$ cat src/rtl/bcd7_blink_display_if.sv
// Display bus for bcd7_blink_display: nibble/mode in, segment pattern and blink LED out.
// The producer (counter/status logic) takes the master side; the driver takes the slave side.
interface bcd7_blink_display_if;
   logic [3:0] i_val;
   logic       i_dec;
   logic [6:0] o_seg;
   logic       o_led;

   modport master (output i_val, output i_dec, input o_seg, input o_led);
   modport slave  (input i_val, input i_dec, output o_seg, output o_led);
endinterface

$ cat src/rtl/bcd7_blink_display.sv
// Registered nibble-to-7-segment driver with a free-running blink divider for a status LED.
// Build option SEG_ACTIVE_LOW_EN: invert segment drive for common-anode displays (off = 7'h7F).
module bcd7_blink_display #(
   parameter int CBITS = 22
) (
   input  logic                 i_clk,
   input  logic                 i_rst_n,
   bcd7_blink_display_if.slave  bus
);

`ifdef SEG_ACTIVE_LOW_EN
   localparam logic [6:0] SEG_POL = 7'h7F;
`else
   localparam logic [6:0] SEG_POL = 7'h00;
`endif

   logic [CBITS-1:0] cnt_q, cnt_d;
   logic [6:0]       seg_q, seg_d;
   logic [6:0]       pat;

   // Active-high pattern, bit0=a .. bit6=g
   always_comb begin
      pat = 7'h00;
      case (bus.i_val)
         4'h0: pat = 7'h3F;
         4'h1: pat = 7'h06;
         4'h2: pat = 7'h5B;
         4'h3: pat = 7'h4F;
         4'h4: pat = 7'h66;
         4'h5: pat = 7'h6D;
         4'h6: pat = 7'h7D;
         4'h7: pat = 7'h07;
         4'h8: pat = 7'h7F;
         4'h9: pat = 7'h6F;
         4'hA: pat = 7'h77;
         4'hB: pat = 7'h7C;
         4'hC: pat = 7'h39;
         4'hD: pat = 7'h5E;
         4'hE: pat = 7'h79;
         4'hF: pat = 7'h71;
         default: pat = 7'h00;
      endcase
      if (bus.i_dec && (bus.i_val >= 4'd10)) begin
         pat = 7'h00;
      end
   end

   always_comb begin
      seg_d = pat ^ SEG_POL;
      cnt_d = cnt_q + {{(CBITS-1){1'b0}}, 1'b1};
   end

   always_ff @(posedge i_clk or negedge i_rst_n) begin
      if (!i_rst_n) begin
         cnt_q <= '0;
         seg_q <= SEG_POL;
      end else begin
         cnt_q <= cnt_d;
         seg_q <= seg_d;
      end
   end

   assign bus.o_seg = seg_q;
   assign bus.o_led = cnt_q[CBITS-1];

endmodule

$ cat src/flat_wrapper.sv
// flat-port wrapper written by rule: the top's interface ports become plain ports
module bcd7_blink_display_flat 
#(
   parameter int CBITS = 22
)
  (i_clk, i_rst_n, bus_i_val, bus_i_dec, bus_o_seg, bus_o_led);
  bcd7_blink_display_if bus_i ();
  input  logic i_clk;
  input  logic i_rst_n;
  input wire logic [$bits(bus_i.i_val)-1:0] bus_i_val;
  input wire logic [$bits(bus_i.i_dec)-1:0] bus_i_dec;
  output wire logic [$bits(bus_i.o_seg)-1:0] bus_o_seg;
  output wire logic [$bits(bus_i.o_led)-1:0] bus_o_led;
  assign bus_i.i_val = bus_i_val;
  assign bus_i.i_dec = bus_i_dec;
  assign bus_o_seg = bus_i.o_seg;
  assign bus_o_led = bus_i.o_led;
  bcd7_blink_display #(.CBITS(CBITS)) u_core (.i_clk(i_clk), .i_rst_n(i_rst_n), .bus(bus_i));
endmodule
$ cat config.mk
export PLATFORM = sky130hd
export DESIGN_NAME = bcd7_blink_display_flat
export DESIGN_NICKNAME = d
export VERILOG_FILES = /design/src/rtl/bcd7_blink_display_if.sv /design/src/rtl/bcd7_blink_display.sv /design/src/flat_wrapper.sv
export SDC_FILE = /design/constraint.sdc
export NUM_CORES = 1
export LEC_CHECK = 0
export ABC_AREA = 1
export CAP_MARGIN = 20
export CORE_ASPECT_RATIO = 0.8
export CORE_MARGIN = 4
export CORE_UTILIZATION = 41
export DETAILED_ROUTE_END_ITERATION = 6
export GPL_TIMING_DRIVEN = 0
export HOLD_SLACK_MARGIN = 0.05
export PLACE_DENSITY_LB_ADDON = 0.12
export SLEW_MARGIN = 25
export SYNTH_ARGS = -nofsm -noshare
export SYNTH_HDL_FRONTEND = slang
export SYNTH_SLANG_ARGS = --single-unit
$ cat constraint.sdc
create_clock -name i_clk -period 1.34 [get_ports i_clk]
set_input_delay 0.268 -clock i_clk [delete_from_list [all_inputs] [get_ports i_clk]]
set_output_delay 0.268 -clock i_clk [all_outputs]
set_load 0.02 [all_outputs]
==> flow_metrics.py <==
metrics = {
    "run_status": {
        "run_status": "completed",
    },
    "sta": {
        "whs_ps": 302.4,
        "fmax_mhz": 791.1,
        "period_needed_ps": 1264,
        "relSlewSlack_pct": 57.81,
        "worst_slack_ps": 76.00,
        "setup_viol": 0,
        "slew_viol_final": 0,
        "grt_setup_unrepaired": "true",
        "report.final.hold_viol_count": 0,
        "worstMarginPinSlew_ps": 632.9,
        "skew_ps": 9.014,
        "finalCritPeriodShare_pct": 94.33,
    },
    "place": {
        "dp_hpwl_um": 2170,
        "io_buffers": 12,
        "place_congestion": 0.8914,
        "placedCellCount": 238,
        "dp_slack_ps": -435.2,
    },
    "worst_setup_path": {
        "crit_family": "simple AND/OR/NAND/NOR gates",
        "arrival_ps": 1440,
        "path_common_cell": "nand2_1",
        "reg2reg_to": "u_core.cnt_q[18]",
        "crit_type": "reg -> reg",
        "reg2reg_slack_ps": 80,
        "cp_data_required_time_ps": 1510,
        "crit_buf_inv": 1,
        "crit_chain": "ha_2, nand3_4, inv_4, nand2_4, nor2_4, nand2_1, nand2_1, nand2_1",
        "r2r_start": "u_core.cnt_q[0]",
        "crit_slowest_cell": "dfrtp_1",
        "r2r_cells": 8,
        "end_kind": "flip-flop",
        "critical_path.max_fanout": 5,
        "slowest_delay_ps": 360,
        "cp-start-kind": "flip-flop",
    },
    "drt": {
        "via_per_inst": 4.762,
        "drt_iter0_drc": 39,
        "ant_nets": 0,
        "drtPass1Iterations": 4,
        "wire_per_inst_um": 12.25,
        "vias": 1181,
        "drt_wl_total_um": 3037,
        "post-route-drc-count": 0,
    },
    "logic_synthesis": {
        "async_flop_share_pct": 100.0,
        "netlist.area_leader.share_pct": 47.19,
        "synth_area_sq_um": 1538,
        "synth_cells": 184,
        "ys_ff_latch": 29,
        "syn_nets": 198,
        "synth_warnings": 0,
        "avgSynthCellArea_sq_um": 8.357,
        "ys_seq_area_share_pct": 47.19,
        "synthTopCellsByArea": "dfrtp_1 (47%), nand2_1 (13%), ha_1 (5.7%), nor2_1 (5.6%), inv_1 (4.1%)",
        "synth_edf_count": 0,
        "yosysUniqueCellTypes": 20,
        "synth_top_area_cell": "dfrtp_1",
        "synth_ff_type": "dfrtp_1",
    },
    "final_layout": {
        "nets": 219,
        "final_cells": 248,
        "areaGrowthSynthToFinish_pct": 21.40,
        "multi_input_area_sq_um": 792.0,
        "final_layout_size_suffix_gt1_share_pct": 15.05,
        "register_area_sq_um": 725.7,
        "diodes": 0,
        "utilization_pct": 53.06,
        "nFillCells": 343,
    },
    "floorplanning": {
        "design.core.area_sq_um": 3518,
        "fp.dieW_um": 76.47,
        "die-area_sq_um": 4800,
        "chipHeight_um": 62.78,
        "pin_count": 15,
        "start_util_pct": 43.71,
        "core.rowCount": 19,
    },
    "clocking": {
        "cts_max_path_buffers": 2,
        "root_buffer": "clkbuf_8",
        "tritoncts": "built",
        "cts_buffers": 5,
        "htreeDepth": 2,
        "cts.sinks": 29,
        "clock_latency_ps": 280,
        "path_clk_slew_ps": 70,
    },
    "worst_hold_path": {
        "hold_path.class": "in -> reg",
        "whs_endpoint": "u_core.bus.o_seg[2]",
        "hp-start": "bus_i_val[2]",
        "min_path_cells": 3,
    },
    "grt": {
        "grt_util_all_layers_pct": 14.00,
        "grt_pass1_wl_um": 5216,
        "antenna_found_initial": 0,
        "grt_max_degree": 30,
        "overflow": 0,
        "grt_pass1_vias": 1144,
    },
    "power_and_ir_drop": {
        "ir_drop_mv": 0.5722,
        "leakagePower_nw": 0.9106,
        "powerDensity_nw_per_um2": 954.0,
        "p_total_mw": 1.781,
    },
    "job": {
        "cap_violations": 0,
    },
}
[cell usage in the layout, fill, tap and decap left out, types with 2 or more instances in the layout]
master | synthesis | layout
nor3_1 | 8 | 4
nand2_1 | 53 | 53
inv_1 | 17 | 16
xnor2_1 | 5 | 5
nand2_2 | 3 | 2
nand3b_1 | 7 | 7
nor2_1 | 23 | 21
o21ai_0 | 5 | 4
nand3_1 | 4 | 3
nor3_2 | 0 | 3
dfrtp_1 | 29 | 29
clkinv_2 | 0 | 2
nor2_4 | 4 | 6
ha_2 | 0 | 2
dlygate4sd2_1 | 0 | 9
xor2_1 | 7 | 7
ha_1 | 7 | 5
clkbuf_8 | 0 | 5
a21oi_1 | 6 | 6
[cells by family after synthesis]
group	Yosys count	synth area share, %
AO/OA/AOI/OAI	12	3.987
XOR/XNOR	12	6.835
adder cells (fa/ha/maj)	7	5.695
buffers and inverters	20	5.451
flip-flops	29	47.19
AND/OR/NAND/NOR	104	30.84
[registers in the layout (all words and copies together) (netlist names)]
name and flops:
u_core.bus.o_seg 7, u_core.cnt_q 22
[layer usage]
layer	routed length [um]	GRT usage [%]
met5	0	0
met4	34	4.751
met3	117	6.340
met2	1266	18.53
met1	1619	19.93
[report_power, final]
part	total, mW	leakage (nW)	internal (mW)	switching [mW]
logic	0.180	0.493	0.0641	0.116
registers	0.903	0.373	0.898	0.00546
clock network	0.698	0.0439	0.357	0.341
[tightest hold or removal path, stage by stage]
cell and delay [ps]:
buf_6 120, nand2_1 80, a21oi_1 70
[through the flow]
step / TNS (ps) / instance area [sq um]
2_1_floorplan: 0 / 1538
3_3_place_gp: -15810 / 1710
3_5_place_dp: -2891 / 1705
5_1_grt: -23.54 / 1867
4_1_cts: -0.4388 / 1826
6_report: 0 / 1867
[how the worst max path moves through the flow]
| stage | to | start | slack, ps | depth (start not counted) |
|---|---|---|---|---|
| global placement | u_core.bus.o_seg[6] | i_rst_n | -460 | 1 |
| finish | u_core.cnt_q[18] | u_core.cnt_q[0] | 80 | 8 |
| floorplan | u_core.cnt_q[18] | u_core.cnt_q[0] | 140 | 8 |
| global route | u_core.cnt_q[14] | u_core.cnt_q[0] | -10 | 8 |
| detailed placement | u_core.bus.o_seg[0] | bus_i_val[0] | -440 | 6 |
| CTS | u_core.bus.o_seg[1] | bus_i_val[0] | -0.4 | 6 |
[cells in the mapped netlist (3+ instances only)]
master / number
xnor2_1: 5
inv_1: 17
nor2_1: 23
nand2_1: 53
xor2_1: 7
nor2_4: 4
a21oi_1: 6
nand3_1: 4
dfrtp_1: 29
ha_1: 7
nor3_1: 8
o21ai_0: 5
nand3b_1: 7
nand2_2: 3
[repair_timing]
item                                    in CTS  in global routing
endpoints found under the setup margin      19                 11
buffers inserted                             0                  1
hold endpoints to repair                    29                  0
resized for setup                           18                  9
hold buffers                                 1                  0
pin swaps                                    1                  2
[final cells by class]
class                      count  area share [%]
clock buffer                   5           3.686
sequential                    29           38.87
multi-input combinational    135           42.43
timing repair buffer          14           6.635
buffer                         2          0.8713
tap                           42           2.815
inverter                      18           3.753
clock inverter                 3          0.9383
No activity file was read; power rests on OpenSTA's default activity.
